File: src/rtl/nbit_cla_full_adder_if.sv
// nbit_cla_full_adder_if: operand/result bundle between an adder client and the adder
interface nbit_cla_full_adder_if #(parameter int N = 8);
  logic [N-1:0] a;
  logic [N-1:0] b;
  logic         in_valid;
  logic [N:0]   sum;
  logic         out_valid;
  modport master (output a, b, in_valid, input sum, out_valid);
  modport slave  (input a, b, in_valid, output sum, out_valid);
endinterface

File: src/rtl/nbit_cla_full_adder.sv
// nbit_cla_full_adder: 4-bit-group carry-lookahead adder with a registered (N+1)-bit result
module nbit_cla_full_adder #(
  parameter int N   = 8,
  parameter int BLK = 4
) (
  input logic               clk,
  input logic               rst,
  nbit_cla_full_adder_if.slave bus
);
  localparam int NG = N / BLK;
  logic [N-1:0] g, p, c;
  logic [NG:0]  gc;
  assign g     = bus.a & bus.b;
  assign p     = bus.a ^ bus.b;
  assign gc[0] = 1'b0;
  for (genvar j = 0; j < NG; j++) begin : grp
    localparam int B = j * BLK;
    logic gg, gp;
    assign c[B]   = gc[j];
    assign c[B+1] = g[B] | (p[B] & gc[j]);
    assign c[B+2] = g[B+1] | (p[B+1] & g[B]) | (p[B+1] & p[B] & gc[j]);
    assign c[B+3] = g[B+2] | (p[B+2] & g[B+1]) | (p[B+2] & p[B+1] & g[B])
                  | (p[B+2] & p[B+1] & p[B] & gc[j]);
    assign gg = g[B+3] | (p[B+3] & g[B+2]) | (p[B+3] & p[B+2] & g[B+1])
              | (p[B+3] & p[B+2] & p[B+1] & g[B]);
    assign gp = &p[B+3:B];
    assign gc[j+1] = gg | (gp & gc[j]);
  end
  always_ff @(posedge clk) begin
    if (rst) begin
      bus.sum       <= '0;
      bus.out_valid <= 1'b0;
    end else begin
      bus.out_valid <= bus.in_valid;
      if (bus.in_valid) bus.sum <= {gc[NG], p ^ c};
    end
  end
endmodule

File: src/flat_wrapper.sv
// flat-port wrapper written by rule: the top's interface ports become plain ports
module nbit_cla_full_adder_flat 
#(
  parameter int N   = 8,
  parameter int BLK = 4
)
  (clk, rst, bus_a, bus_b, bus_in_valid, bus_sum, bus_out_valid);
  nbit_cla_full_adder_if #(.N(N)) bus_i ();
  input logic clk;
  input logic rst;
  input wire logic [$bits(bus_i.a)-1:0] bus_a;
  input wire logic [$bits(bus_i.b)-1:0] bus_b;
  input wire logic [$bits(bus_i.in_valid)-1:0] bus_in_valid;
  output wire logic [$bits(bus_i.sum)-1:0] bus_sum;
  output wire logic [$bits(bus_i.out_valid)-1:0] bus_out_valid;
  assign bus_i.a = bus_a;
  assign bus_i.b = bus_b;
  assign bus_i.in_valid = bus_in_valid;
  assign bus_sum = bus_i.sum;
  assign bus_out_valid = bus_i.out_valid;
  nbit_cla_full_adder #(.N(N), .BLK(BLK)) u_core (.clk(clk), .rst(rst), .bus(bus_i));
endmodule
File: config.mk
export PLATFORM = sky130hd
export DESIGN_NAME = nbit_cla_full_adder_flat
export DESIGN_NICKNAME = d
export VERILOG_FILES = /design/src/rtl/nbit_cla_full_adder_if.sv /design/src/rtl/nbit_cla_full_adder.sv /design/src/flat_wrapper.sv
export SDC_FILE = /design/constraint.sdc
export NUM_CORES = 1
export LEC_CHECK = 0
export CAP_MARGIN = 25
export CORE_ASPECT_RATIO = 0.9
export CORE_MARGIN = 8
export CORE_UTILIZATION = 35
export DETAILED_ROUTE_END_ITERATION = 10
export PLACE_DENSITY = 0.77
export SLEW_MARGIN = 30
export SYNTH_ARGS = -nofsm -noshare
export SYNTH_HDL_FRONTEND = slang
export SYNTH_SLANG_ARGS = --single-unit
File: constraint.sdc
create_clock -name clk -period 1.6 [get_ports clk]
set_clock_uncertainty 0.05 [all_clocks]
set_input_delay 0.16 -clock clk [delete_from_list [all_inputs] [get_ports clk]]
set_output_delay 0.16 -clock clk [all_outputs]
set_load 0.03 [all_outputs]
# After elaboration in Yosys (flattened, before gate mapping)
# Cells that the tools add are included.
# word_totals
reg_bits	10
in_bits	19
output_inout_bits	10
elab_cells	46
# op_classes
bitwise	43
n_reduce_logical	1
# op_table
op	n
1-bit AND	24
1-bit bitwise OR	16
8-bit XOR	2
8-bit AND	1
4-bit AND reduction	1

# Depth between registers and ports, before layout
# depth
depth_word	8
mapped_depth	7
depth_no_buf	7

# Least setup slack after synthesis
# Ideal clock, no wire load.
# synth_timing
path_type	input-to-reg
from	input bus_b[1]
to	register u_core.bus.sum[5]
setup_ns	0.086
arrival_time_ns	1.608
required_time_ns	1.464
path_slack_ns	-0.144
path_stages	7
n_path_buf	0
path_cell_list	ha_1 a211oi_2 or2_2 nand2_1 fa_1 xnor2_1 a211oi_1
# synth_via
elab_chain_cells	7
word_cells_on_any_way	10
classes_between	bitwise: 10
# synth_rtl
item	line_no	text
start: declaration	flat_wrapper.sv:12	input wire logic [$bits(bus_i.b)-1:0] bus_b;
8-bit AND / 8-bit XOR (equally long branches)	nbit_cla_full_adder.sv:13, nbit_cla_full_adder.sv:14	
1-bit AND (on tied branches)	nbit_cla_full_adder.sv:24, nbit_cla_full_adder.sv:25	
1-bit bitwise OR / 1-bit AND (equally long branches)	nbit_cla_full_adder.sv:24, nbit_cla_full_adder.sv:25	
1-bit bitwise OR (*)	nbit_cla_full_adder.sv:25	| (p[B+3] & p[B+2] & p[B+1] & g[B]);
1-bit AND (*)	nbit_cla_full_adder.sv:20	assign c[B+1] = g[B] | (p[B] & gc[j]);
1-bit bitwise OR (*)	nbit_cla_full_adder.sv:20	
8-bit XOR (*)	nbit_cla_full_adder.sv:35	if (bus.in_valid) bus.sum <= {gc[NG], p ^ c};
end signal: assignment	nbit_cla_full_adder.sv:35	
end: declaration	nbit_cla_full_adder_if.sv:9	modport slave (input a, b, in_valid, output sum, out_valid);
# Mark *: on every way between the ends. The rest lies on a longest branch, timed or not.
# A chain may end at the register's enable or synchronous reset.

# Final worst setup path
# layout_timing
from	input bus_b[3]
to	register u_core.bus.sum[4]
# layout_via
elab_chain_cells	6
word_cells_on_any_way	11
classes_between	bitwise: 11
# layout_rtl
item	line_no	text
8-bit XOR	nbit_cla_full_adder.sv:14	assign p = bus.a ^ bus.b;
1-bit AND (on tied branches)	nbit_cla_full_adder.sv:24, nbit_cla_full_adder.sv:25	
1-bit bitwise OR, or another cell as far along	nbit_cla_full_adder.sv:24	assign gg = g[B+3] | (p[B+3] & g[B+2]) | (p[B+3] & p[B+2] & g[B+1])
1-bit bitwise OR / 1-bit AND (equally long branches)	nbit_cla_full_adder.sv:24, nbit_cla_full_adder.sv:25	
1-bit bitwise OR (*)	nbit_cla_full_adder.sv:25	
8-bit XOR (*)	nbit_cla_full_adder.sv:35	
# Marked as above.

==> reports/results.tsv <==
metric	value	unit
Syn Inst Count	73	
fraction of the mapped netlist area in adder cells	21.29	%
final setup margin	61.62	ps
wire length of the first global-routing pass	2960	µm
Buffers on Ports	28	
Final Cycle Share	96.15	%
count of different cell masters after synthesis	25	
area of the mapped netlist	658.1	µm²
ratio of cells with drive above 1 in the final layout	30.43	%
placed insts	136	
sequential-to-total area share from yosys stat	30.42	%
Slew Limit Fails	0	
clock transition time at the flip-flop clock pins of the worst setup and hold paths	60	ps
placement-stage worst setup slack	-606.9	ps
core region area	1839	µm²
iteration-0 DRC count of the detailed router	6	
total wirelength of the detailed-routed design	1783	µm
flops & latches, synth	10	
cell depth of the worst hold path	4	
full die area	3526	µm²
post-layout total power	802.5	µW
Layout Cells excl Fill	140	
placed inst area	1090	µm²
highest attainable clock frequency	650.0	MHz
post-synthesis xor/xnor area fraction	2.662	%
area of the multi-input gates	503.0	µm²
Cell Pwr Density	707.1	nW/µm²
maximum vdd ir drop	0.4791	mV
Synthesized Nets	102	
height of the die	57.14	µm
post-route cell area	1135	µm²
H-tree level count	1	
category of the most critical setup path	in -> reg	
number of max-capacitance violations reported	0	
unrepaired setup endpoints after global routing	no	
total leakage power	0.0004781	µW
number of remaining DRC errors	0	
average routed wire per standard cell	12.74	µm
TritonCTS clock tree	yes	
syn_area_per_cell	9.015	µm²
share of the synthesized area in compound gates (AO/OA/AOI/OAI)	20.72	%
horizontal die dimension	61.71	µm
Root Buffer Master	clkbuf_4	
layout overhead on the synthesized area	72.43	%
number of endpoints with negative hold slack in the final report	0	
initial core utilization	35.78	%
Net count, final	146	
number of top-level pins	29	
layout filler cell count	182	
final weighted congestion in routability-driven placement	0.7429	
CP Capture Type	flop	
type of the worst min-delay path	in -> reg	
fraction of the core area covered by cells at the end of the flow	61.70	%
insertion delay to the later sink of the worst-skew pair	260	ps
number of clock sinks seen by CTS	10	
required time worst endpoint	1690	ps
mean number of vias per cell	4.786	
pin count of the biggest net entering global routing	12	
number of detailed-route iterations in the first pass	4	
combinational family with the most area after synthesis	adder cells	
post-cts hold buffer count	0	
leading cell type in the layout, fill and taps excluded	clkdlybuf4s50_1	
largest fanout of any net on the critical path	2	
overall fraction of global-route tracks in use	10.76	%
Bufs on Longest Clock Path	2	
outcome	complete, no violations	
Yosys warnings	0	
Slew @ Worst Pin	335.6	ps
via count	670	
grt total ovfl	0	
min Tclk post-route	1538	ps
Detail Placement HPWL	1510	µm
number of routed nets with antenna violations	0	
multiplexer area fraction after synthesis	4.563	%
number of cells on the worst reg-to-reg path	2	
commonest cells after routing, fill and taps aside	clkdlybuf4s50_1 (20), buf_4 (14), dfxtp_1 (10), nor2_1 (8), inv_1 (6)	
critical path startpoint category	input pin	
Arr. time, crit path	1630	ps
FF/Latch Area	200.2	µm²
via count of the first global-routing pass	732	
Max-slew headroom	77.56	%
number of buffers created by CTS	3	
Rows	15	
total of endpoints with negative setup slack in the final report	0	
antenna violations before repair	0	
simple logic cell fraction of the synthesized area	14.83	%
number of antenna diodes	0	
==> per-stage QoR <==
| step | setup TNS [ps] | hold WS (ps) |
|---|---|---|
| 2_1_floorplan | 0 | 311.8 |
| 3_3_place_gp | -2274 | 408.2 |
| 3_5_place_dp | -2829 | 409.4 |
| 4_1_cts | 0 | 332.4 |
| 5_1_grt | 0 | 242.1 |
| 6_report | 0 | 237.4 |
==> path summary, 6_finish.rpt <==
path / from / end / slack (ps)
max reg2reg: u_core.bus.sum[6] / u_core.bus.sum[6] / 800
min reg2reg: u_core.bus.sum[3] / u_core.bus.sum[3] / 420
min: bus_b[0] / u_core.bus.sum[0] / 240
max: bus_b[3] / u_core.bus.sum[4] / 60
==> routing by layer <==
| metal | part of all wire [%] | global-route usage, % | wire length [µm] | vias up |
|---|---|---|---|---|
| met5 | 0 | 0 | 0 | - |
| met3 | 9.4 | 5.605 | 167 | 0 |
| met1 | 40 | 10.65 | 711 | 300 |
| met2 | 51 | 18.76 | 904 | 24 |
| met4 | 0 | 2.922 | 0 | 0 |
| li1 | - | - | - | 346 |
==> critical path, stage by stage <==
cell	delay, ps
clkdlybuf4s15_1	200
ha_4	280
o21ai_2	50
or2_4	250
nand2_2	70
fa_2	420
mux2i_1	140
nor2_1	50
==> cell usage after synthesis <==
cell       n  area share [%]
a211o_1    3             4.0
a211oi_1   3             3.4
a211oi_2   1             1.9
a21o_1     1             1.1
a21oi_1    3             2.3
a21oi_2    1             1.3
a31oi_1    1            0.95
buf_2      2             1.5
clkbuf_1   1            0.57
dfxtp_1   10              30
fa_1       2             6.1
ha_1       8              15
inv_1      6             3.4
mux2i_1    3             4.6
nand2_1    5             2.9
nand2b_1   1            0.95
nand3_1    3             2.3
nor2_1     8             4.6
nor2b_1    1            0.95
nor3b_1    2             2.3
o211ai_1   2             2.3
o21ai_1    1            0.76
o311ai_1   2             2.7
or2_2      1            0.95
xnor2_1    2             2.7
==> registers in the layout, indices dropped and copies added, names as in the netlist <==
name                  cells
u_core.bus.sum            9
u_core.bus.out_valid      1
==> kinds of logic (layout without fill, tap and decap cells) <==
family,after synthesis,in the layout
xor gates and xnor gates,2,2
AOI/OAI and AO/OA,18,18
and+or+nand+nor,21,21
adders and majority gates,10,10
DFF,10,10
muxes,3,3
buffers and inverters,9,51
==> power breakdown <==
part | internal (µW) | leakage, µW | switching, µW
Sequential | 273 | 0.0000828 | 10.7
Combinational | 187 | 0.000381 | 167
Clock | 86.5 | 0.0000138 | 78.4
==> final cells by class <==
type | instances | share of cell area [%]
timing repair buffer | 42 | 31.31
inverter | 6 | 1.985
tap | 25 | 2.756
sequential | 10 | 17.64
multi-input combinational | 54 | 44.32
clock buffer | 3 | 1.985
==> what timing repair did <==
action                                  in CTS  in global routing
endpoints found under the setup margin       6                  4
resized for setup                           20                 10
pin swaps                                    8                  9
buffers inserted                             1                  0
gates cloned                                 0                  0
No activity file was read; power rests on OpenSTA's default activity.
